$ cat src/rtl/seq_pattern_tx.sv
// rtl/seq_pattern_tx.sv - serial pattern transmitter, MSB first, with repeats and idle gaps
module seq_pattern_tx #(
    parameter int PAT_W = 4,
    parameter int CNT_W = 4,
    parameter int GAP_W = 3
) (
    input  logic             clk,
    input  logic             rst_n,
    input  logic             start,
    input  logic [PAT_W-1:0] pattern,
    input  logic [CNT_W-1:0] repeat_cnt,
    input  logic [GAP_W-1:0] gap_len,
    output logic             x_out,
    output logic             bit_valid,
    output logic             busy,
    output logic             done,
    output logic [1:0]       st
);

    localparam int IDX_W = $clog2(PAT_W);
    localparam logic [IDX_W-1:0] LAST_IDX = IDX_W'(PAT_W - 1);

    typedef enum logic [1:0] {
        IDLE  = 2'd0,
        SHIFT = 2'd1,
        GAP   = 2'd2,
        DONE  = 2'd3
    } state_t;

    state_t           state, state_n;
    logic [PAT_W-1:0] pat_r, pat_n;
    logic [PAT_W-1:0] sh_r, sh_n;
    logic [GAP_W-1:0] gap_r, gap_n;
    logic [GAP_W-1:0] gap_cnt, gap_cnt_n;
    logic [IDX_W-1:0] bit_idx, bit_idx_n;
    logic [CNT_W-1:0] reps_left, reps_left_n;
    logic             x_n, valid_n, busy_n, done_n;

    assign st = state;

    // Outputs are computed for the next state and registered with it,
    // so x_out/bit_valid/busy/done always describe the state shown on st.
    always_comb begin
        state_n     = state;
        pat_n       = pat_r;
        sh_n        = sh_r;
        gap_n       = gap_r;
        gap_cnt_n   = gap_cnt;
        bit_idx_n   = bit_idx;
        reps_left_n = reps_left;
        x_n         = 1'b0;
        valid_n     = 1'b0;
        busy_n      = 1'b0;
        done_n      = 1'b0;
        case (state)
            IDLE: begin
                if (start) begin
                    state_n     = SHIFT;
                    pat_n       = pattern;
                    sh_n        = pattern;
                    gap_n       = gap_len;
                    bit_idx_n   = '0;
                    reps_left_n = repeat_cnt;
                    x_n         = pattern[PAT_W-1];
                    valid_n     = 1'b1;
                    busy_n      = 1'b1;
                end
            end
            SHIFT: begin
                if (bit_idx != LAST_IDX) begin
                    bit_idx_n = bit_idx + 1'b1;
                    sh_n      = {sh_r[PAT_W-2:0], 1'b0};
                    x_n       = sh_r[PAT_W-2];
                    valid_n   = 1'b1;
                    busy_n    = 1'b1;
                end else if (reps_left == '0) begin
                    state_n = DONE;
                    done_n  = 1'b1;
                end else if (gap_r == '0) begin
                    reps_left_n = reps_left - 1'b1;
                    bit_idx_n   = '0;
                    sh_n        = pat_r;
                    x_n         = pat_r[PAT_W-1];
                    valid_n     = 1'b1;
                    busy_n      = 1'b1;
                end else begin
                    state_n     = GAP;
                    reps_left_n = reps_left - 1'b1;
                    gap_cnt_n   = gap_r;
                    busy_n      = 1'b1;
                end
            end
            GAP: begin
                busy_n = 1'b1;
                if (gap_cnt == GAP_W'(1)) begin
                    state_n   = SHIFT;
                    bit_idx_n = '0;
                    sh_n      = pat_r;
                    x_n       = pat_r[PAT_W-1];
                    valid_n   = 1'b1;
                end else begin
                    gap_cnt_n = gap_cnt - 1'b1;
                end
            end
            DONE: begin
                state_n = IDLE;
            end
            default: state_n = IDLE;
        endcase
    end

    always_ff @(posedge clk or negedge rst_n) begin
        if (!rst_n) begin
            state     <= IDLE;
            pat_r     <= '0;
            sh_r      <= '0;
            gap_r     <= '0;
            gap_cnt   <= '0;
            bit_idx   <= '0;
            reps_left <= '0;
            x_out     <= 1'b0;
            bit_valid <= 1'b0;
            busy      <= 1'b0;
            done      <= 1'b0;
        end else begin
            state     <= state_n;
            pat_r     <= pat_n;
            sh_r      <= sh_n;
            gap_r     <= gap_n;
            gap_cnt   <= gap_cnt_n;
            bit_idx   <= bit_idx_n;
            reps_left <= reps_left_n;
            x_out     <= x_n;
            bit_valid <= valid_n;
            busy      <= busy_n;
            done      <= done_n;
        end
    end

endmodule

$ cat config.mk
export PLATFORM = sky130hd
export DESIGN_NAME = seq_pattern_tx
export DESIGN_NICKNAME = d
export VERILOG_FILES = /design/src/rtl/seq_pattern_tx.sv
export SDC_FILE = /design/constraint.sdc
export NUM_CORES = 1
export LEC_CHECK = 0
export CELL_PAD_IN_SITES_DETAIL_PLACEMENT = 1
export CELL_PAD_IN_SITES_GLOBAL_PLACEMENT = 1
export CORE_MARGIN = 2
export CORE_UTILIZATION = 38
export CTS_CLUSTER_SIZE = 40
export DETAILED_ROUTE_END_ITERATION = 16
export GPL_TIMING_DRIVEN = 0
export PLACE_DENSITY = 0.76
export SLEW_MARGIN = 10
export SYNTH_ARGS = -nofsm -noshare
export SYNTH_HDL_FRONTEND = slang
export SYNTH_SLANG_ARGS = --single-unit
$ cat constraint.sdc
create_clock -name clk -period 2 [get_ports clk]
set_clock_uncertainty 0.15 [all_clocks]
set_input_delay 0.4 -clock clk [delete_from_list [all_inputs] [get_ports clk]]
set_output_delay 0.4 -clock clk [all_outputs]
set_load 0.02 [all_outputs]
==> results of run 1 <==
where the power goes:
group / leakage (uW) / internal, uW / total (uW) / switching [uW]
clock network: 0.0000255 / 139 / 300 / 161
registers: 0.000299 / 749 / 941 / 192
logic: 0.000505 / 867 / 1740 / 872
total: 0.000830 / 1750 / 2980 / 1220
metrics by stage:
| step | power, uW | hold WS (ps) | cell area (um^2) | setup WS (ps) |
|---|---|---|---|---|
| CTS | 2890 | 353.2 | 1812 | 0.8031 |
| finish | 2979 | -36.15 | 1854 | 37.11 |
| floorplan | 1999 | -45.59 | 1439 | 27.20 |
| detailed placement | 2428 | 330.0 | 1689 | -122.0 |
| global route | 3241 | 5.871 | 1854 | -44.74 |
| global placement | 2325 | 322.8 | 1689 | -95.30 |
routing by layer:
layer | vias up | part of all wire | track usage
met1 | 582 | 0.42 | 0.2054
li1 | 565 | - | -
met4 | 0 | 0.0029 | 0.05208
met3 | 2 | 0.019 | 0.01541
met5 | - | 0 | 0
met2 | 11 | 0.56 | 0.3316
worst paths after layout:
path	startpoint	endpoint	slack (ps)
max	reps_left[1]	sh_r[1]	40
min	rst_n	busy	-40
max reg2reg	reps_left[1]	sh_r[1]	40
min reg2reg	pat_r[0]	pat_r[0]	350
max in group asynchronous	rst_n	st[1]	1330
min in group clk	pat_r[0]	pat_r[0]	350
area by class of cell:
cell class,instances,area share
Inverter,13,0.02632
Multi-Input combinational cell,98,0.4177
Clock inverter,1,0.002699
Clock buffer,3,0.02227
Tap cell,48,0.03239
Buffer,5,0.01957
Timing Repair Buffer,29,0.1404
Sequential cell,25,0.3387
logic make-up (layout without fill, tap and decap cells):
| group | count (synthesis) | after routing | synth area share |
|---|---|---|---|
| buffers and inverters | 18 | 51 | 0.05565 |
| AND/OR/NAND/NOR | 37 | 37 | 0.1313 |
| adder cells (fa/ha/maj) | 9 | 9 | 0.07826 |
| flip-flops | 25 | 25 | 0.4348 |
| AO/OA/AOI/OAI | 34 | 34 | 0.1652 |
| multiplexers | 17 | 17 | 0.1287 |
| XOR/XNOR | 1 | 1 | 0.006088 |
critical path, cell delays in order, from the launching register on:
cell and delay (ps):
sky130_fd_sc_hd__dfrtp_1 390, sky130_fd_sc_hd__inv_1 60, sky130_fd_sc_hd__ha_2 170, sky130_fd_sc_hd__or3b_4 380
sky130_fd_sc_hd__and2_4 160, sky130_fd_sc_hd__o21ai_4 220, sky130_fd_sc_hd__mux2_4 320
flip-flops by register name, summed over array words and instances (netlist names):
register	flops
pat_r	4
reps_left	4
gap_cnt	3
gap_r	3
sh_r	3
bit_idx	2
st	2
bit_valid	1
busy	1
done	1
x_out	1
cells in the final DEF, fill, tap and decap left out, types with 2 or more instances in the layout:
master | Yosys | layout
sky130_fd_sc_hd__a41oi_1 | 2 | 2
sky130_fd_sc_hd__mux2_2 | 12 | 9
sky130_fd_sc_hd__a21oi_1 | 9 | 7
sky130_fd_sc_hd__o21ai_0 | 10 | 8
sky130_fd_sc_hd__a21oi_2 | 0 | 2
sky130_fd_sc_hd__ha_1 | 9 | 8
sky130_fd_sc_hd__clkbuf_8 | 0 | 3
sky130_fd_sc_hd__clkdlybuf4s50_1 | 0 | 18
sky130_fd_sc_hd__a22oi_1 | 2 | 2
sky130_fd_sc_hd__buf_4 | 1 | 11
sky130_fd_sc_hd__o22a_1 | 2 | 2
sky130_fd_sc_hd__dfrtp_2 | 0 | 2
sky130_fd_sc_hd__nand3_1 | 5 | 5
sky130_fd_sc_hd__dfrtp_1 | 25 | 23
sky130_fd_sc_hd__mux2i_1 | 5 | 5
sky130_fd_sc_hd__mux2_4 | 0 | 3
sky130_fd_sc_hd__nor3_1 | 2 | 2
sky130_fd_sc_hd__nand2b_1 | 3 | 3
sky130_fd_sc_hd__inv_1 | 13 | 13
sky130_fd_sc_hd__clkbuf_2 | 0 | 2
sky130_fd_sc_hd__nand2_1 | 8 | 8
sky130_fd_sc_hd__nor2_1 | 12 | 11
timing repair:
item / 4_1_cts / 5_1_grt
gates resized for setup: 5 / 14
setup endpoints to repair: 9 / 13
pin swaps: 4 / 2
buffers inserted: 8 / 2
==> results, run 1 <==
- The flow ran to the end, but the final reports show violations.
- The final reports fail on negative hold slack.
- The number of iterations in the first detailed-routing pass is 4.
- The setup-violating endpoint count in the final report is 0.
- The clock edge transition at the registers on the reported setup and hold paths is 90 ps.
- The flop and latch count out of synthesis is 25.
- For the worst-skew pair, the clock arrives at the later sink with an insertion delay of 270 ps.
- For the finished layout, the period the worst path requires is 1963 ps.
- The depth of the worst register-to-register path is 6.
- The number of I/O pins is 20.
- Along the worst path, the maximum fanout reaches 4.
- The average detailed-routed wire length per instance is 15.71 um.
- At the pin with the least slew margin, the transition time is 563.0 ps.
- 0 antenna diodes ended up in the layout.
- In this run the remaining antenna-violating nets after routing total 0.
- The proportion of register bits with asynchronous set or reset after synthesis is 1.000.
- The critical path in this run is classified as reg -> reg.
- The dominant cell type by area after synthesis is sky130_fd_sc_hd__dfrtp_1.
- CTS built an H-tree with a depth of 1.
- The via count of the first global-routing pass is 1275.
- Static timing analysis puts the maximum clock frequency at 509.5 MHz.
- Summing all flip-flop and latch instances after layout gives 628.1 um^2.
- The number of max-slew violations in the final report is 0.
- Fill cells in the final layout number 423.
- The longest clock path from root to sink contains 2 buffers.
- In this run the cell area of the synthesized design comes to 1439 um^2.
- After floorplanning, the core was sized to cover 3661 um^2.
- The count of maximum capacitance violations is 0.
- Buffers placed on the I/O ports in this run total 19.
- The multi-input combinational cell area is 774.5 um^2.
- From synthesis to final layout, the design area changed by 28.87%.
- Measured along the x axis, the die boundary spans 65.54 um.
- Wires add up to 3488 um.
- The overall die area is 4295 um^2.
- Hold timing on the final database bottoms out at a slack of -36.15 ps.
- The first global-routing pass estimated 5761 um of wire.
- The total count of hold-check failures in the final report is 25.
- The initial antenna violation count is 0.
- Synthesis produced a netlist with a net count of 164.
- In the final timing run, aggregate negative setup slack is 0 ps.
- The commonest cells after synthesis are 25 x sky130_fd_sc_hd__dfrtp_1, 13 x sky130_fd_sc_hd__inv_1, 12 x sky130_fd_sc_hd__mux2_2, 12 x sky130_fd_sc_hd__nor2_1, 10 x sky130_fd_sc_hd__o21ai_0.
- Counting tap cells, the placed design contains a total of 208 instances.
- STA classifies the critical path endpoint as a flip-flop.
- Data arrives at the worst endpoint at 1970 ps.
- The worst setup path is launched from a flip-flop.
- The areal power density over the cells is 1607 nW/um^2.
- For this configuration, the core starts out at a cell density of 0.3930.
- The final layout contains 198 nets.
- The area share of the largest cell type after synthesis is 0.4348.
- The leading cell type by number of instances after synthesis is sky130_fd_sc_hd__dfrtp_1.
- The all-layer global routing usage is 0.1742.
- The global route total overflow is 0.
- Summed over all cells, the static leakage comes to 0.0008298 uW.
- In this run, the number of DRC markers left after iteration 0 of detailed routing was 48.
- Buffers inserted during clock tree synthesis total 3.
- The total vias in the final route is 1160.
- In this run the vertical extent of the chip is 65.54 um.
- CTS placed an instance of sky130_fd_sc_hd__clkbuf_8 at the clock tree root.
- After detailed routing, the number of remaining DRC violations is 0.
- Across the VDD grid, the largest voltage drop is 0.6109 mV.
- Setup repair after global routing could not meet its margin everywhere.
- The count of hold buffers inserted by post-cts repair is 0.
- The number of different library cells used by synthesis comes to 36.
- Detailed placement finished with a half-perimeter wire length of 2425 um.
- The number of warning messages in the yosys log is 0.
- The final weighted congestion of routability-driven global placement is 0.7616.
- Measured on the finished design, the core utilization comes to 0.5065.
- The dominant register cell in the synthesized netlist is sky130_fd_sc_hd__dfrtp_1.
- For this run, the register share of the synthesized area comes to 0.4348.
- The count of standard-cell rows is 22.
- Headroom to the max-slew limit came out at 0.6246.
- Synthesis handed over a netlist of 141 instances.
- In the final layout, the share of cells above drive strength 1 is 0.2701.
- The post-route fraction of the period consumed by the critical path is 0.9814.
- The number of enable-type register cells in the synthesized netlist is 0.
- STA puts the critical path data required time at 2010 ps.
- Entering global routing, the biggest net connects 26 pins.
- After synthesis, the cell types taking the most area are sky130_fd_sc_hd__dfrtp_1 43%, sky130_fd_sc_hd__mux2_2 9.4%, sky130_fd_sc_hd__ha_1 7.8%.
- The worst hold path belongs to the class in -> async.
- The count of cells in the finished layout, fillers not included, comes to 222.
- The via count normalized by instance count is 5.225.
- The number of sinks driven by the clock tree is 25.
- In this run the mean area of a mapped cell was 10.20 um^2.
- TritonCTS built the clock tree.
(Power assumes the default switching activity.)
==> run 2: changes to the inputs <==
--- a/config.mk
+++ b/config.mk
@@ -5,10 +5,11 @@
 export SDC_FILE = /design/constraint.sdc
 export NUM_CORES = 1
 export LEC_CHECK = 0
+export ABC_AREA = 1
 export CELL_PAD_IN_SITES_DETAIL_PLACEMENT = 1
 export CELL_PAD_IN_SITES_GLOBAL_PLACEMENT = 1
-export CORE_MARGIN = 2
-export CORE_UTILIZATION = 38
+export CORE_MARGIN = 3
+export CORE_UTILIZATION = 35
 export CTS_CLUSTER_SIZE = 40
 export DETAILED_ROUTE_END_ITERATION = 16
 export GPL_TIMING_DRIVEN = 0
==> results, run 2 <==
- Result of the run: complete, but fails checks (unchanged).
- Failing checks: negative hold slack (unchanged).
- The count of antenna-violating nets left after detailed routing came to 0 (unchanged).
- The post-route fraction of the period consumed by the critical path is 0.9497 (was 0.9814).
- The number of sinks driven by the clock tree came to 25 (unchanged).
- The half-perimeter wire length of the detailed placement result came to 2858 um (was 2425 um).
- The slowest library cell on the worst path is sky130_fd_sc_hd__clkdlybuf4s50_1 (was sky130_fd_sc_hd__dfrtp_1).
- The quantity of I/O buffers inserted on ports was 19 (unchanged).
- The number of clock buffers inserted by TritonCTS is 3 (unchanged).
- The number of iterations in the first detailed-routing pass is 4 (unchanged).
- The number of enable-type register cells in the synthesized netlist is 0 (unchanged).
- The clock latency at the later pin of the worst-skew pair is 270 ps (about the same).
- The sequential cell area is 625.6 um^2 (was 628.1 um^2).
- The post-synthesis sequential area ratio is 0.4277 (was 0.4348).
- The global-route layer with the greatest usage is met2 (unchanged).
- The proportion of register bits with asynchronous set or reset after synthesis was 1.000 (unchanged).
- The leakage power summed over all cells is 0.0009539 uW (was 0.0008298 uW).
- The setup-violating endpoint count in the final report is 0 (unchanged).
- The vertical extent of the die is 70.65 um (was 65.54 um).
- The buffer cell driving the clock tree root is sky130_fd_sc_hd__clkbuf_8 (unchanged).
- The global routing usage on met2 came to 0.2630 (was 0.3316).
- The number of fillers in the final layout is 487 (was 423).
- The first-pass GRT wire length is 6147 um (was 5761 um).
- The worst slack after detailed placement is -9.049 ps (was -122.0 ps).
- The DRC violation total after the first TritonRoute iteration is 64 (was 48).
- The initial antenna violation count is 0 (unchanged).
- The die width is 70.65 um (was 65.54 um).
- The post-detailed-routing wire length is 3667 um (was 3488 um).
- The count of non-filler cells in the finished layout came to 274 (was 222).
- The maximum operating frequency is 526.5 MHz (was 509.5 MHz).
- The path category of the worst min-delay check is in -> async (unchanged).
- The data required time of the worst path came to 1450 ps (was 2010 ps).
- The global route total overflow came to 0 (unchanged).
- The unique cell type count in the Yosys netlist was 18 (was 36).
- The count of standard-cell rows is 22 (unchanged).
- The total count of hold-check failures in the final report is 25 (unchanged).
- The dominant cell type by area after synthesis is sky130_fd_sc_hd__dfrtp_1 (unchanged).
- The final-layout worst hold slack is -34.70 ps (was -36.15 ps).
- The met1 usage was 0.2033 (was 0.2054).
- The overall die area is 4991 um^2 (was 4295 um^2).
- The largest driver fanout on the critical path is 5 (was 4).
- The final design utilization came to 0.4568 (was 0.5065).
- The final critical path time including I/O delays and setup is 1899 ps (was 1963 ps).
- The area share of the largest cell type after synthesis is 0.4277 (was 0.4348).
- The all-layer global routing usage is 0.1550 (was 0.1742).
- The net count reported at finish came to 250 (was 198).
- The number of max-slew violations in the final report is 0 (unchanged).
- The count of hold buffers inserted by post-cts repair was 0 (unchanged).
- The transition at the pin with the smallest max-transition slack is 583.9 ps (was 563.0 ps).
- The total power of the final layout was 2924 uW (was 2979 uW).
- The area of the mapped netlist is 1463 um^2 (was 1439 um^2).
- The stage delay of the slowest cell on the critical path is 640 ps (was 390 ps).
- Crit-path cells: clkdlybuf4s50_1 (was inv_1, ha_2, or3b_4, and2_4, o21ai_4, mux2_4).
- Leading cell types in the layout, fill and taps excluded: 69 x sky130_fd_sc_hd__nand2_1, 25 x sky130_fd_sc_hd__dfrtp_1, 24 x sky130_fd_sc_hd__inv_1 (was 23 x sky130_fd_sc_hd__dfrtp_1, 18 x sky130_fd_sc_hd__clkdlybuf4s50_1, 13 x sky130_fd_sc_hd__inv_1).
- The worst slew slack as a fraction of its limit is 0.6108 (was 0.6246).
- The met3 track utilization from global routing is 0.02273 (was 0.01541).
- The number of I/O pins is 20 (unchanged).
- The number of placed instances with taps included was 270 (was 208).
- The via count normalized by instance count is 4.880 (was 5.225).
- Setup repair after global routing missed its margin: no (was yes).
- The areal power density over the cells is 1661 nW/um^2 (was 1607 nW/um^2).
- The count of maximum capacitance violations is 0 (unchanged).
- Largest registers in the final layout: pat_r: 4 flops, reps_left: 4 flops (unchanged).
- Most frequent cells after synthesis: 70 x sky130_fd_sc_hd__nand2_1, 25 x sky130_fd_sc_hd__dfrtp_1, 24 x sky130_fd_sc_hd__inv_1 (was 25 x sky130_fd_sc_hd__dfrtp_1, 13 x sky130_fd_sc_hd__inv_1, 12 x sky130_fd_sc_hd__mux2_2, 12 x sky130_fd_sc_hd__nor2_1, 10 x sky130_fd_sc_hd__o21ai_0).
- The H-tree depth is 1 (unchanged).
- The post-route DRC violation count came to 0 (unchanged).
- The final worst setup slack is 100.7 ps (was 37.11 ps).
- The data arrival time of the critical path is 1350 ps (was 1970 ps).
- The startpoint type of the worst setup path was a flip-flop (unchanged).
- The maximum clock path buffer count is 2 (unchanged).
- The type of destination of the critical path is a primary output (was flip-flop).
- The net count after synthesis was 226 (was 164).
- The clock tree from TritonCTS was yes (unchanged).
- The fraction of layout instances using a drive strength above 1 is 0.05752 (was 0.2701).
- The dominant register cell in the synthesized netlist is sky130_fd_sc_hd__dfrtp_1 (unchanged).
- The floorplan core area came to 3854 um^2 (was 3661 um^2).
- The leading cell type in the layout, fill and taps excluded is sky130_fd_sc_hd__nand2_1 (was sky130_fd_sc_hd__dfrtp_1).
- The leading cell type by number of instances after synthesis is sky130_fd_sc_hd__nand2_1 (was sky130_fd_sc_hd__dfrtp_1).
- The mean cell area of the mapped netlist is 7.205 um^2 (was 10.20 um^2).
- The path type of the worst setup path is reg -> out (was reg -> reg).
- The flop and latch count out of synthesis came to 25 (unchanged).
- The initial cell density of the core is 0.3795 (was 0.3930).
- The number of warning messages in the yosys log is 0 (unchanged).
- The number of antenna repair diodes is 0 (unchanged).
- The multi-input combinational cell area was 734.5 um^2 (was 774.5 um^2).
- The largest voltage drop on the vdd net is 0.4720 mV (was 0.6109 mV).
- The clock edge transition at the registers on the reported setup and hold paths is 90 ps (about the same).
- The final weighted congestion of routability-driven global placement is 0.7659 (was 0.7616).
- The post-synthesis instance total was 203 (was 141).
- The dominant delay contributor by cell family on the critical path is buffers and inverters (was simple AND/OR/NAND/NOR gates).
- The average detailed-routed wire length per instance is 13.38 um (was 15.71 um).
- Ranking of synthesized cells by area: sky130_fd_sc_hd__dfrtp_1 43%, sky130_fd_sc_hd__nand2_1 18%, sky130_fd_sc_hd__ha_1 7.7% (was sky130_fd_sc_hd__dfrtp_1 43%, sky130_fd_sc_hd__mux2_2 9.4%, sky130_fd_sc_hd__ha_1 7.8%).
- The relative area change from synthesis to final layout is 20.36% (was 28.87%).
- The maximum number of pins on one net before global-route repair is 26 (unchanged).
- The critical path buffer and inverter count came to 1 (unchanged).
- The via count of the first global-routing pass is 1330 (was 1275).
- The total vias in the final route is 1337 (was 1160).
[run 2: layout make-up]
| class | instances | share of cell area |
|---|---|---|
| inverter | 26 | 0.05544 |
| buffer | 2 | 0.005686 |
| sequential | 25 | 0.3554 |
| multi-input combinational | 150 | 0.4172 |
| tap | 48 | 0.03412 |
| timing repair buffer | 19 | 0.1066 |
| clock buffer | 4 | 0.02559 |
[run 2: through the flow]
| step | cell area [um^2] | TNS [ps] |
|---|---|---|
| floorplan | 1463 | 0 |
| finish | 1760 | 0 |
| detailed placement | 1713 | -200.2 |
| global route | 1760 | 0 |
| CTS | 1758 | 0 |
| global placement | 1713 | 0 |
[run 2: final timing paths]
path	from	endpoint	slack (ps)	cells past startpoint
max in group asynchronous	rst_n	bit_idx[0]	1350	1
hold reg to reg	sh_r[0]	sh_r[0]	340	2
setup / recovery	st[1]	st[1]	100	1
setup reg to reg	st[0]	sh_r[1]	170	8
min in group clk	sh_r[0]	sh_r[0]	340	2
hold / removal	rst_n	gap_cnt[0]	-30	1
[run 2: routing by layer]
metal	share of wire	routed length, um
met5	0	0
met1	0.47	1738
met2	0.48	1769
met4	0.013	46
met3	0.031	113
[run 2: timing repair]
| action | CTS | global route |
|---|---|---|
| resized for setup | 0 | 3 |
| setup endpoints to repair | 0 | 10 |
| hold endpoints to repair | 0 | 0 |
| buffers inserted | 0 | 0 |
[run 2: kinds of logic after synthesis]
| family | synth area share |
|---|---|
| XOR/XNOR | 0.005989 |
| adder cells (fa/ha/maj) | 0.07699 |
| buffers and inverters | 0.07357 |
| flip-flops | 0.4277 |
| AND/OR/NAND/NOR | 0.3302 |
| AO/OA/AOI/OAI | 0.08554 |
[run 2: where the power goes]
part           total [uW]  switching [uW]  internal [uW]
Clock                 309             166            143
Sequential            911             164            747
Combinational        1700            1070            636
